File: src/rtl/output_layer_mac.sv
// -----------------------------------------------------------------------------
// output_layer_mac
//
// Output-layer compute stage of the digit-recognition network. It walks the
// output-weight ROM and the hidden-unit result RAM, forms NUM_OUTPUT signed
// dot products of NUM_HIDDEN terms each, and reports the index and score of
// the largest one with a one-cycle done pulse.
//
// Ports
//   clk       in   system clock, all logic on the rising edge
//   rst       in   synchronous, active-high reset
//   start     in   begin one classification (sampled only while idle)
//   wt_addr   out  weight ROM address = o*NUM_HIDDEN + h
//   wt_data   in   weight ROM data, signed, valid one cycle after wt_addr
//   hid_addr  out  hidden RAM read address = h
//   hid_data  in   hidden value, unsigned, valid one cycle after hid_addr
//   busy      out  high from the cycle after start is accepted through DONE
//   done      out  one-cycle pulse when digit/score are updated
//   digit     out  index of the winning output unit
//   score     out  signed accumulator value of the winner
// -----------------------------------------------------------------------------
module output_layer_mac #(
   parameter int NUM_HIDDEN = 32,
   parameter int NUM_OUTPUT = 10,
   parameter int DATA_WIDTH = 8,
   parameter int ACC_WIDTH  = 22
) (
   input  logic                                              clk,
   input  logic                                              rst,
   input  logic                                              start,
   output logic [$clog2(NUM_OUTPUT)+$clog2(NUM_HIDDEN)-1:0] wt_addr,
   input  logic [DATA_WIDTH-1:0]                             wt_data,
   output logic [$clog2(NUM_HIDDEN)-1:0]                     hid_addr,
   input  logic [DATA_WIDTH-1:0]                             hid_data,
   output logic                                              busy,
   output logic                                              done,
   output logic [$clog2(NUM_OUTPUT)-1:0]                     digit,
   output logic [ACC_WIDTH-1:0]                              score
);

   localparam int HID_W  = $clog2(NUM_HIDDEN);
   localparam int OUT_W  = $clog2(NUM_OUTPUT);
   localparam int PROD_W = 2 * DATA_WIDTH + 1;

   localparam logic [HID_W-1:0] H_LAST = HID_W'(NUM_HIDDEN - 1);
   localparam logic [HID_W-1:0] H_ONE  = HID_W'(1);
   localparam logic [OUT_W-1:0] O_LAST = OUT_W'(NUM_OUTPUT - 1);
   localparam logic [OUT_W-1:0] O_ONE  = OUT_W'(1);

   typedef enum logic [2:0] {
      S_IDLE,
      S_ACCUM,
      S_DRAIN,
      S_CMP,
      S_DONE
   } state_t;

   state_t                       r_state;
   state_t                       w_next;

   logic [OUT_W-1:0]             r_o;
   logic [HID_W-1:0]             r_h;
   logic                         r_rd_vld;
   logic signed [ACC_WIDTH-1:0]  r_acc;
   logic signed [ACC_WIDTH-1:0]  r_best;
   logic [OUT_W-1:0]             r_best_idx;
   logic [OUT_W-1:0]             r_digit;
   logic signed [ACC_WIDTH-1:0]  r_score;

   logic signed [PROD_W-1:0]     w_prod;
   logic signed [ACC_WIDTH-1:0]  w_prod_ext;
   logic                         w_take;

   // The hidden value is unsigned, so a zero sign bit is prepended before the
   // signed multiply; the 17-bit product is then sign-extended to the
   // accumulator width.
   assign w_prod     = $signed({1'b0, hid_data}) * $signed(wt_data);
   assign w_prod_ext = {{(ACC_WIDTH-PROD_W){w_prod[PROD_W-1]}}, w_prod};

   // Strict greater-than keeps the lower index on ties; unit 0 always loads.
   assign w_take = (r_o == '0) || (r_acc > r_best);

   // NUM_HIDDEN is a power of two, so o*NUM_HIDDEN + h is a plain concat.
   // Both counters come straight from registers, so the ROM address never
   // mixes a new row with an old column during ACCUM.
   assign wt_addr  = {r_o, r_h};
   assign hid_addr = r_h;

   assign busy  = (r_state != S_IDLE);
   assign done  = (r_state == S_DONE);
   assign digit = r_digit;
   assign score = r_score;

   // State register
   always_ff @(posedge clk) begin
      // NOTE: sequential state uses non-blocking assignments so every register
      // samples the pre-edge values, independent of statement order.
      if (rst) r_state <= S_IDLE;
      else     r_state <= w_next;
   end

   // Next-state logic
   always_comb begin
      // NOTE: the default assignment first guarantees w_next is written on
      // every path, so no latch is inferred.
      w_next = r_state;
      case (r_state)
         S_IDLE:  if (start) w_next = S_ACCUM;
         S_ACCUM: if (r_h == H_LAST) w_next = S_DRAIN;
         S_DRAIN: w_next = S_CMP;
         S_CMP:   w_next = (r_o == O_LAST) ? S_DONE : S_ACCUM;
         S_DONE:  w_next = S_IDLE;
         default: w_next = S_IDLE;
      endcase
   end

   // Datapath: counters, accumulator, running best and result registers
   always_ff @(posedge clk) begin
      if (rst) begin
         r_o        <= '0;
         r_h        <= '0;
         r_rd_vld   <= 1'b0;
         r_acc      <= '0;
         r_best     <= '0;
         r_best_idx <= '0;
         r_digit    <= '0;
         r_score    <= '0;
      end else begin
         // Memory data arrives one cycle after each ACCUM address.
         r_rd_vld <= (r_state == S_ACCUM);

         if (r_rd_vld) r_acc <= r_acc + w_prod_ext;

         case (r_state)
            S_IDLE: begin
               if (start) begin
                  r_o   <= '0;
                  r_h   <= '0;
                  r_acc <= '0;
               end
            end
            S_ACCUM: begin
               r_h <= r_h + H_ONE;
            end
            S_CMP: begin
               if (w_take) begin
                  r_best     <= r_acc;
                  r_best_idx <= r_o;
               end
               r_acc <= '0;
               r_h   <= '0;
               if (r_o == O_LAST) begin
                  // Results are loaded on the edge into DONE, so the final
                  // unit's compare has to be folded in here directly.
                  r_digit <= w_take ? r_o   : r_best_idx;
                  r_score <= w_take ? r_acc : r_best;
               end else begin
                  r_o <= r_o + O_ONE;
               end
            end
            default: ;
         endcase
      end
   end

endmodule

File: config.mk
export PLATFORM = sky130hd
export DESIGN_NAME = output_layer_mac
export DESIGN_NICKNAME = d
export VERILOG_FILES = /design/src/rtl/output_layer_mac.sv
export SDC_FILE = /design/constraint.sdc
export NUM_CORES = 1
export LEC_CHECK = 0
export ABC_AREA = 1
export BUFFER_PORTS_ARGS = -buffer_cell sky130_fd_sc_hd__buf_2
export CAP_MARGIN = 25
export CORE_AREA = 2 2 135 137
export DETAILED_ROUTE_END_ITERATION = 8
export DIE_AREA = 0 0 137 139
export PLACE_DENSITY = 0.64
export REMOVE_ABC_BUFFERS = 1
export SLEW_MARGIN = 20
export SYNTH_ARGS = -nofsm -noshare
export SYNTH_HDL_FRONTEND = slang
export SYNTH_SLANG_ARGS = --single-unit
File: constraint.sdc
create_clock -name clk -period 7.5 [get_ports clk]
set_input_delay 1.5 -clock clk [delete_from_list [all_inputs] [get_ports clk]]
set_output_delay 1.5 -clock clk [all_outputs]
set_load 0.05 [all_outputs]
# Word-level counts from Yosys, hierarchy flattened
# Cells that the tools add are included.
# op_classes
n_addsub,3
multipliers,1
magnitude_cmp,1
n_eq_ne,9
mux,14
n_reduce_logical,10
# op_table
cell,n
two-way mux 22 bit,3
case mux 22 bit (2 select lines),1
adder 22 x 17 -> 22 bit,1
> comparator 22 bit,1
multiplier 9 x 8 -> 17 bit,1
case mux 5 bit (3 select lines),1
two-way mux 4 bit,3
case mux 3 bit (4 select lines),1
two-way mux 3 bit,3
case mux 4 bit (2 select lines),1
"equality test 3 x 2 -> 1 bit, second input constant",2
"!= test 2 bit, second input constant",3
AND reduction 2 bit,3
nonzero test 3 bit,2
"adder 5 x 1 -> 5 bit, second input constant",1
"equality test 5 bit, second input constant",1
two-way mux 5 bit,1
"adder 4 x 1 -> 4 bit, second input constant",1
"equality test 4 bit, second input constant",1
logical NOT 4 bit,1
"equality test 3 x 1 -> 1 bit, second input constant",1
"equality test 3 bit, second input constant",1
logical NOT 3 bit,1
AND reduction 3 bit,1
2 further kinds,2
# word_totals
ff_bits,87
input_bits,19
output_inout_bits,42
word_cells,47

# Longest topological paths before layout
# logic_depth
depth_word,5
depth_mapped,24

# Worst setup path before layout
# No wires, ideal clock.
# synth_timing
kind,input to register
startpoint,input port wt_data[7]
endpoint,register r_acc[14]
setup_time_ns,0.115
arrival_time_ns,5.985
t_required_ns,7.385
path_slack_ns,1.400
cell_stages,18
path_buffers,0
cell_sequence,clkinv_1 > or2_2 > fa_1 > fa_1 > inv_1 > fa_1 > fa_1 > fa_1 > ha_1 > nand3_1 > nand2_1 > a21oi_1 > o21ai_0 > inv_1 > o21ai_0 > nor2_1 > o21ai_0 > inv_1
# synth_via
elab_chain_cells,5
# synth_rtl
item,line_no,rtl
start: declaration,32,"input logic [DATA_WIDTH-1:0] wt_data,"
multiplier 9 x 8 -> 17 bit *,77,"assign w_prod = $signed({1'b0, hid_data}) * $signed(wt_data);"
adder 22 x 17 -> 22 bit *,132,if (r_rd_vld) r_acc <= r_acc + w_prod_ext;
two-way mux 22 bit *,132,
two-way mux 22 bit,136,if (start) begin
case mux 22 bit (2 select lines) *,134,case (r_state)
end signal: assignment,132,
end: declaration,64,logic signed [ACC_WIDTH-1:0] r_acc;
# Mark *: on every way between the ends. The rest lies on a longest branch, timed or not.
# A chain may end at the register's enable or synchronous reset.

# Worst setup path after layout
# layout_timing
startpoint,input port wt_data[7]
endpoint,register r_acc[20]
# The elaborated chain is that of the path after synthesis.

==> flow_summary.yaml <==
grt:
  grt_max_degree: 57
  grt_antenna_before_repair: 0
  track_usage_pct: 19.14
  grt_overflow: 0
  grt_pass1_vias: 6374
  grt_pass1_wl_um: 29940
clock_network:
  cts_buffers: 9
  clock_path_buffers: 2
  cts_tree: "done"
  root_buffer: "clkbuf_16"
  holdBufCountCts: 0
  numClockSinks: 87
  post_cts_buffers: 0
  htree_levels: 3
  postCtsResizedCells: 0
  clk_latency_ns: 0.34
  path_clk_slew_ns: 0.06
finish:
  mostFrequentLayoutCell: "inv_1"
  fin_nets: 1291
  mostFrequentLayoutCells: "233 x inv_1, 205 x nand2_1, 119 x nor2_1"
  drive_gt1_share_pct: 9.477
  syn2layout_area_growth_pct: 8.857
  post-route-util_pct: 47.73
  n_antenna_cell: 0
timing:
  finalSetupViolations: 0
  rsz0062_at_grt: "false"
  max_freq_ghz: 0.1574
  fin_crit_ns: 6.353
  maxSlewViolCount: 0
  period_share_pct: 84.70
  tightest_slew_ns: 0.8757
  tns_ns: 0
  maxSlewHeadroom_pct: 41.55
  skew_ns: 0.006717
  finalHoldViolCount: 0
floorplan:
  rows: 49
  ios: 61
  dieArea_mm2: 0.01904
  die_x_um: 137
  die_y_um: 139
  core_mm2: 0.01766
  start_util_pct: 43.84
route:
  wl_per_cell_um: 12.50
  wl_um: 16970
  drt_iter0_drc: 424
  ant_nets: 0
  via_per_inst: 4.884
  drt_first_pass_iters: 5
  drc: 0
  dr_total_vias: 6633
critical_path:
  cp.required_ns: 7.73
  arrival_ns: 6.58
  start_kind: "input pin"
  worst-r2r-setup-slack_ns: 2.50
  cp_max_fo: 9
  end_kind: "flop"
  critPathKind: "input pin to flop"
logic_synthesis:
  syn-cell-area_mm2: 0.007741
  yosysUniqueCellTypes: 34
  syn_inst: 1096
  ys_ff_latch: 87
  seq_area_frac_synth_pct: 22.50
  syn_area_per_cell_um2: 7.063
  yosys_warnings: 0
  ys.flop_type: "dfxtp_1"
  async_flop_share_pct: 0
  synth_edf_count: 0
placement:
  portBuffers: 60
  dp_hpwl_um: 12940
  place_congestion: 0.8591
run:
  maxCapViolations: 0
pwr:
  power_uw: 1805
  powerDensity_mw_per_mm2: 214.2
  max-vdd-ir-drop_v: 0.0001165
  power_leakage_uw: 0.004683
run_status:
  status: "finished clean"
hold_path:
  min_path_type: "flop to flop"
## cell families after synthesis
kind of cell | after synthesis | synth area share (%)
buffers and inverters | 281 | 14.37
AO/OA/AOI/OAI | 100 | 7.289
flip-flops | 87 | 22.50
XOR/XNOR | 9 | 1.018
adder cells (fa/ha/maj) | 146 | 28.54
AND/OR/NAND/NOR | 473 | 26.28
## synth_stat cells (5+ instances only)
cell type	instances	share of area, %
xnor2_1	6	0.68
fa_1	51	13
o21ai_0	25	1.6
clkbuf_1	31	1.5
buf_4	7	0.68
buf_2	7	0.45
nor3_1	5	0.32
inv_1	233	11
nand4_1	8	0.65
nand3_1	101	6.5
dfxtp_1	87	22
nand2_2	21	1.7
nand2_1	205	9.9
a211oi_1	10	0.97
nor2_1	120	5.8
ha_1	95	15
a21oi_1	51	3.3
## where the power goes
| group | total (uW) | switching [uW] | internal (uW) |
|---|---|---|---|
| clock | 440 | 176 | 264 |
| combinational | 869 | 552 | 317 |
| sequential | 497 | 19.1 | 478 |
| total | 1810 | 746 | 1060 |
## metal layers
layer	global-route usage [%]	up-vias	routed length, um
met5	0	-	0
met4	3.473	0	159
met3	2.668	13	652
met2	31.76	115	8118
met1	26.69	3071	8042
li1	-	3434	-
## metrics by stage
stage          cell area (um^2)  setup slack (ns)  instances  hold slack [ns]
2_1_floorplan              7507             1.400       1049           0.4741
3_5_place_dp               8147            0.8192       1344           0.5000
3_3_place_gp               8147            0.8998       1344           0.4940
6_report                   8427             1.147       1358           0.5040
4_1_cts                    8427             1.177       1358           0.5086
5_1_grt                    8427            0.7990       1358           0.5393
## registers in the layout, summed over array words and instances (netlist names)
signal,count
r_best,22
score,22
r_state,3
r_best_idx,4
r_acc,22
r_o,4
digit,4
hid_addr,5
r_rd_vld,1
## area by class of cell
cell class,instances,area [um^2]
fillers,1839,9230
multi-input cells,728,4895
flip-flops and latches,87,1742
inverters,234,878.3
repair buffers,66,345.3
well taps,229,286.5
clock buffers,13,250.2
clock inverters,1,30.03
## worst max-delay path, cell delays in order
cell	delay [ns]
buf_2	0.19
clkinv_1	0.09
buf_4	0.17
or2_2	0.29
fa_1	0.50
fa_1	0.54
inv_1	0.06
fa_1	0.50
fa_1	0.58
fa_1	0.42
ha_1	0.36
nand3_1	0.13
nand2_1	0.11
a21oi_1	0.12
o21ai_0	0.43
nand2_1	0.18
nand3_1	0.14
nand2_1	0.05
o21ai_0	0.16
inv_1	0.07
## worst paths after layout
check                   start           to  cells after the start
setup / recovery   wt_data[7]    r_acc[20]                     20
hold / removal    hid_addr[3]  hid_addr[3]                      2
setup reg to reg     r_acc[4]    r_acc[20]                     22
hold reg to reg   hid_addr[3]  hid_addr[3]                      2
Note: power is estimated with default switching activity, not from simulation.
